$ cat src/rtl/product_accumulator.sv
// ============================================================================
// product_accumulator
// ----------------------------------------------------------------------------
// Sits downstream of the 16x16 multiplier. It sums a run of unsigned
// products into one wide dot-product result. The run length is programmable
// per vector. Both sides use valid/ready handshakes, so the block can follow
// a registered or pipelined multiplier and feed a consumer that stalls.
//
// Parameters
//   PROD_W  product width (multiplier result width)
//   ACC_W   accumulator width, must be >= PROD_W
//   LEN_W   width of the vector-length field
//
// Ports
//   clk         clock; all state updates on the rising edge
//   rst_n       synchronous active-low reset
//   prod_in     unsigned product from the multiplier
//   prod_valid  prod_in is valid this cycle
//   prod_ready  block accepts prod_in this cycle
//   vec_len     products per vector; sampled with the first product only.
//               A value of 0 is treated as 1.
//   acc_out     accumulated sum; held stable while acc_valid is high
//   acc_ovf     at least one add in this vector carried out of ACC_W
//   acc_valid   acc_out and acc_ovf hold a completed vector
//   acc_ready   consumer takes the result this cycle
//
// Build option
//   ACC_SATURATE_EN  When this macro is defined, a carry out of ACC_W clamps
//                    the accumulator to all-ones. When it is undefined (the
//                    default), the sum wraps modulo 2^ACC_W. In both cases
//                    acc_ovf flags the carry.
// ============================================================================
`default_nettype none

module product_accumulator #(
  parameter int PROD_W = 32,
  parameter int ACC_W  = 40,
  parameter int LEN_W  = 8
) (
  input  logic              clk,
  input  logic              rst_n,
  input  logic [PROD_W-1:0] prod_in,
  input  logic              prod_valid,
  output logic              prod_ready,
  input  logic [LEN_W-1:0]  vec_len,
  output logic [ACC_W-1:0]  acc_out,
  output logic              acc_ovf,
  output logic              acc_valid,
  input  logic              acc_ready
);

  typedef enum logic [1:0] {
    IDLE  = 2'd0,
    ACCUM = 2'd1,
    HOLD  = 2'd2
  } state_e;

  state_e             state_q, state_d;
  // Low while reset is asserted, high from the first edge after release.
  // Keeps prod_ready low during reset without a combinational path from
  // rst_n.
  logic               run_q;
  logic [ACC_W-1:0]   acc_q, acc_d;
  logic               ovf_q, ovf_d;
  // One bit wider than vec_len so that a length of 2^LEN_W-1 completes
  // without the counter wrapping.
  logic [LEN_W:0]     cnt_q, cnt_d;
  logic [LEN_W:0]     len_q, len_d;
  logic [LEN_W:0]     cnt_inc;
  logic [LEN_W:0]     len_first;

  logic               accept;
  logic [ACC_W:0]     sum;
  logic [ACC_W:0]     folded;

  // --------------------------------------------------------------------------
  // Folds a full-width (ACC_W+1) sum into the next {ovf, acc} pair.
  // The sticky overflow flag picks up the carry in both modes. In saturating
  // mode, once acc reaches all-ones, any later add either carries again or
  // adds zero. So acc stays clamped for the rest of the vector.
  // --------------------------------------------------------------------------
  function automatic logic [ACC_W:0] fold_sum(input logic [ACC_W:0] s,
                                              input logic           ovf_in);
    logic [ACC_W-1:0] v;
`ifdef ACC_SATURATE_EN
    v = s[ACC_W] ? {ACC_W{1'b1}} : s[ACC_W-1:0];
`else
    v = s[ACC_W-1:0];
`endif
    return {ovf_in | s[ACC_W], v};
  endfunction

  // --------------------------------------------------------------------------
  // Handshake outputs depend only on registered state.
  // --------------------------------------------------------------------------
  assign prod_ready = run_q && (state_q != HOLD);
  assign acc_valid  = (state_q == HOLD);
  assign acc_out    = acc_q;
  assign acc_ovf    = ovf_q;

  assign accept    = prod_valid && prod_ready;
  assign sum       = {1'b0, acc_q} + (ACC_W+1)'(prod_in);
  assign folded    = fold_sum(sum, ovf_q);
  assign cnt_inc   = cnt_q + (LEN_W+1)'(1);
  assign len_first = (vec_len == '0) ? (LEN_W+1)'(1) : (LEN_W+1)'(vec_len);

  // --------------------------------------------------------------------------
  // Next-state logic. prod_in is only consumed on an accept, so garbage on
  // the bus while prod_valid or prod_ready is low never reaches acc.
  // --------------------------------------------------------------------------
  always_comb begin
    state_d = state_q;
    acc_d   = acc_q;
    ovf_d   = ovf_q;
    cnt_d   = cnt_q;
    len_d   = len_q;

    unique case (state_q)
      IDLE: begin
        if (accept) begin
          // The first product starts a fresh vector. vec_len is latched here
          // only, so later changes to it do not affect this vector.
          acc_d   = ACC_W'(prod_in);
          ovf_d   = 1'b0;
          cnt_d   = (LEN_W+1)'(1);
          len_d   = len_first;
          state_d = (len_first == (LEN_W+1)'(1)) ? HOLD : ACCUM;
        end
      end

      ACCUM: begin
        if (accept) begin
          acc_d = folded[ACC_W-1:0];
          ovf_d = folded[ACC_W];
          cnt_d = cnt_inc;
          if (cnt_inc == len_q) begin
            state_d = HOLD;
          end
        end
      end

      HOLD: begin
        // The result stays on acc_out until the consumer takes it. The next
        // vector can only start after returning to IDLE, which forces at
        // least one non-accepting cycle between vectors.
        if (acc_ready) begin
          state_d = IDLE;
        end
      end

      default: begin
        state_d = IDLE;
      end
    endcase
  end

  // --------------------------------------------------------------------------
  // State registers. Reset clears everything and discards any partial vector.
  // --------------------------------------------------------------------------
  always_ff @(posedge clk) begin
    if (!rst_n) begin
      state_q <= IDLE;
      run_q   <= 1'b0;
      acc_q   <= '0;
      ovf_q   <= 1'b0;
      cnt_q   <= '0;
      len_q   <= '0;
    end else begin
      state_q <= state_d;
      run_q   <= 1'b1;
      acc_q   <= acc_d;
      ovf_q   <= ovf_d;
      cnt_q   <= cnt_d;
      len_q   <= len_d;
    end
  end

endmodule

`default_nettype wire

$ cat config.mk
export PLATFORM = sky130hd
export DESIGN_NAME = product_accumulator
export DESIGN_NICKNAME = d
export VERILOG_FILES = /design/src/rtl/product_accumulator.sv
export SDC_FILE = /design/constraint.sdc
export NUM_CORES = 1
export LEC_CHECK = 0
export CAP_MARGIN = 10
export CORE_MARGIN = 8
export CORE_UTILIZATION = 48
export CTS_CLUSTER_SIZE = 14
export DETAILED_ROUTE_END_ITERATION = 12
export HOLD_SLACK_MARGIN = 0.02
export PLACE_DENSITY = 0.83
export SETUP_SLACK_MARGIN = 0.2
export SLEW_MARGIN = 20
export SYNTH_ARGS = -nofsm -noshare
export SYNTH_HDL_FRONTEND = slang
export SYNTH_SLANG_ARGS = --single-unit
$ cat constraint.sdc
create_clock -name clk -period 3.11 [get_ports clk]
set_input_delay 0.933 -clock clk [delete_from_list [all_inputs] [get_ports clk]]
set_output_delay 0.933 -clock clk [all_outputs]
set_load 0.005 [all_outputs]
==> metrics.cfg <==
[outcome]
status = finished clean

[die]
coreArea_um2 = 9280
start_util = 0.496
fp.dieW_um = 114
rows = 35
io_pins = 87
die_area_um2 = 13000
dieHeight_um = 114

[timing]
skew_ps = 21.3
min_period_over_period = 0.949
max-slew-margin-rel = 0.580
hold_viol_final = 0
tightest_slew_ps = 629
slew_viol_final = 0
grt_setup_unrepaired = true
setup_tns_ps = 0
hold_slack_ps = 471
period_minus_slack_ps = 2950
setup_viol = 0
clock.fmax_mhz = 339

[route]
wl_met2_um = 9430
routedWlPerCell_um = 20.4
route.detailed.drc = 0
num_vias = 5902
drt_wl_total_um = 19000
wl_met3_um = 1570
ant_nets = 0
wl_met1_um = 7050
top_layer = met4
drt-vias-per-instance = 6.34
drt_iter0_markers = 650
first_pass_iters = 6

[synthesis]
synth-seq-cells = 61
postSynthAreaPerCell_um2 = 7.50
syn-num-nets = 692
synthesis.area_um2 = 4610
netlist_instances = 614
ys_warn_count = 0
ys.flop_type = dfxtp_1
synth_edf_count = 0
yosysSeqAreaShare = 0.265
ys_types = 60
async_reset_ff_frac = 0

[finish]
drive_gt1_frac = 0.279
nets = 875
diodes = 0
multi_input_area_um2 = 3850
area_growth_pct = 56.8
final.fill_count = 601
register_area_um2 = 1220

[critical_path]
crit_type = input pin to flip-flop
cp_data_arrival_time_ps = 3240
path_max_fanout = 5
crit_chain = clkdlybuf4s50_1 > ha_4 > buf_4 > nand2_1 > a21oi_1 > nand2_1 > a21oi_2 > a311oi_2 > buf_4 > xor2_4 > a221oi_2
crit_required_ps = 3400
cp_slowest_cell = clkdlybuf4s50_1
critPathLaunchType = input pin
crit_path_end_kind = flip-flop
critPathBufInv = 3
crit_family = buffers and inverters
slowest_delay_ps = 480

[run]
maxCapViolations = 0

[clocking]
cts_tree = built
cts_buffers = 9
postCtsHoldBufs = 0
cts_buffer_depth = 2
cts_root_buf = clkbuf_8
clk_pin_slew_ps = 90
cts.sinks = 61
clk_latency_ps = 370
cts-htree-levels = 3

[grt]
grt_max_degree = 48
grt_usage = 0.260
grt_overflow = 0
grt_antenna_before_repair = 0
grt_pass1_wl_um = 27600
grt_pass1_vias = 5821

[pwr]
p_leak_uw = 0.00290
p_per_area_nw_per_um2 = 362
ir_worst_vdd_v = 0.000212

[worst_hold_path]
hold_class = flip-flop to flip-flop

[placement]
port_buffers = 86
place.gp.congestion = 0.912
hpwlAfterDp_um = 11400

==> worst min-delay path, stage by stage, from the launching register on <==
cell and delay, ps:
dfxtp_1 320, nand2_1 50, a21oi_1 50
==> layout by cell type (no fill, tap or decap), types with 11 or more instances in the layout <==
master	n
xor2_1	17
nor3_1	14
nor2_1	44
clkdlybuf4s50_1	62
o21ai_0	26
nand3_1	16
inv_1	12
nand2_1	85
xnor2_1	18
o221ai_1	12
buf_4	114
a21oi_1	63
dfxtp_1	61
a21o_1	11
ha_4	23
==> routing by layer <==
metal	vias up	track usage
met2	369	0.468
met1	2783	0.285
met3	108	0.0597
met5	-	0
met4	0	0.117
li1	2642	-
==> metrics by stage <==
| stage | power, uW | util | instance area, um2 | setup WS [ps] | cells |
|---|---|---|---|---|---|
| global route | 2700 | 0.778 | 7220 | 86.8 | 931 |
| finish | 2610 | 0.778 | 7220 | 159 | 931 |
| detailed placement | 1660 | 0.677 | 6280 | -600 | 889 |
| floorplan | 1290 | - | 4670 | 217 | 614 |
| CTS | 2470 | 0.745 | 6910 | 202 | 921 |
| global placement | 1630 | 0.677 | 6280 | -506 | 889 |
==> state kept, by name, summed over array words and instances, names as in the netlist <==
| register | cells |
|---|---|
| acc_out | 40 |
| state_q | 2 |
| cnt_q | 9 |
| run_q | 1 |
| acc_ovf | 1 |
| len_q | 8 |
==> logic make-up after synthesis <==
logic type,after synthesis,share of synthesized area
xor+xnor,37,0.0704
mux,8,0.0174
compound gates,204,0.290
flops,61,0.265
fa+ha+maj,34,0.0940
simple gates,221,0.223
buf+inv,49,0.0402
==> repair_timing <==
action                                  CTS  global route
buffers inserted                         15            10
cloned                                    1             0
endpoints found under the setup margin   26            22
pin swaps                                38            49
gates resized for setup                  82            63
==> power breakdown <==
| group | switching, uW | internal, uW |
|---|---|---|
| registers | 46.7 | 818 |
| clock network | 354 | 390 |
| logic | 512 | 490 |
| total | 913 | 1700 |
==> cell type report <==
| cell class | count | area share |
|---|---|---|
| Sequential cell | 61 | 0.169 |
| Clock inverter | 4 | 0.00658 |
| Inverter | 14 | 0.00762 |
| Multi-Input combinational cell | 505 | 0.533 |
| Clock buffer | 12 | 0.0201 |
| Timing Repair Buffer | 206 | 0.242 |
| Tap cell | 129 | 0.0223 |
==> final timing paths <==
kind	depth (start not counted)	slack (ps)	startpoint	to
setup / recovery	11	160	prod_in[16]	acc_out[27]
hold / removal	2	470	len_q[1]	len_q[1]
setup reg to reg	12	350	acc_out[0]	acc_out[36]
hold reg to reg	2	470	len_q[1]	len_q[1]
==> synth_stat cells (4+ instances only) <==
library cell  instances  share of area
nand4_1              10          0.014
clkbuf_1             28          0.023
nor3_1               16          0.017
a211oi_1              6         0.0098
o21bai_1              5         0.0082
o21ai_0              31          0.034
nor2b_1               4         0.0054
or3_1                 5         0.0068
o311ai_0              5         0.0095
a21oi_1              77          0.084
dfxtp_1              61           0.27
o221ai_1             12          0.023
and2_1                7         0.0095
ha_1                 33          0.090
nand2_1              87          0.071
nand2b_1              6         0.0082
inv_1                13          0.011
a31oi_1               8          0.011
a311oi_1              9          0.017
and3_1                7         0.0095
xor2_1               18          0.034
nor2_1               45          0.037
o211ai_1              7          0.011
o21ai_1               5         0.0054
o21a_1                5         0.0082
mux2i_1               8          0.017
xnor2_1              19          0.036
nand3_1              17          0.018
nor4_1                9          0.012
buf_1                 6         0.0049
a21o_1               11          0.018
No activity file was read; power rests on OpenSTA's default activity.
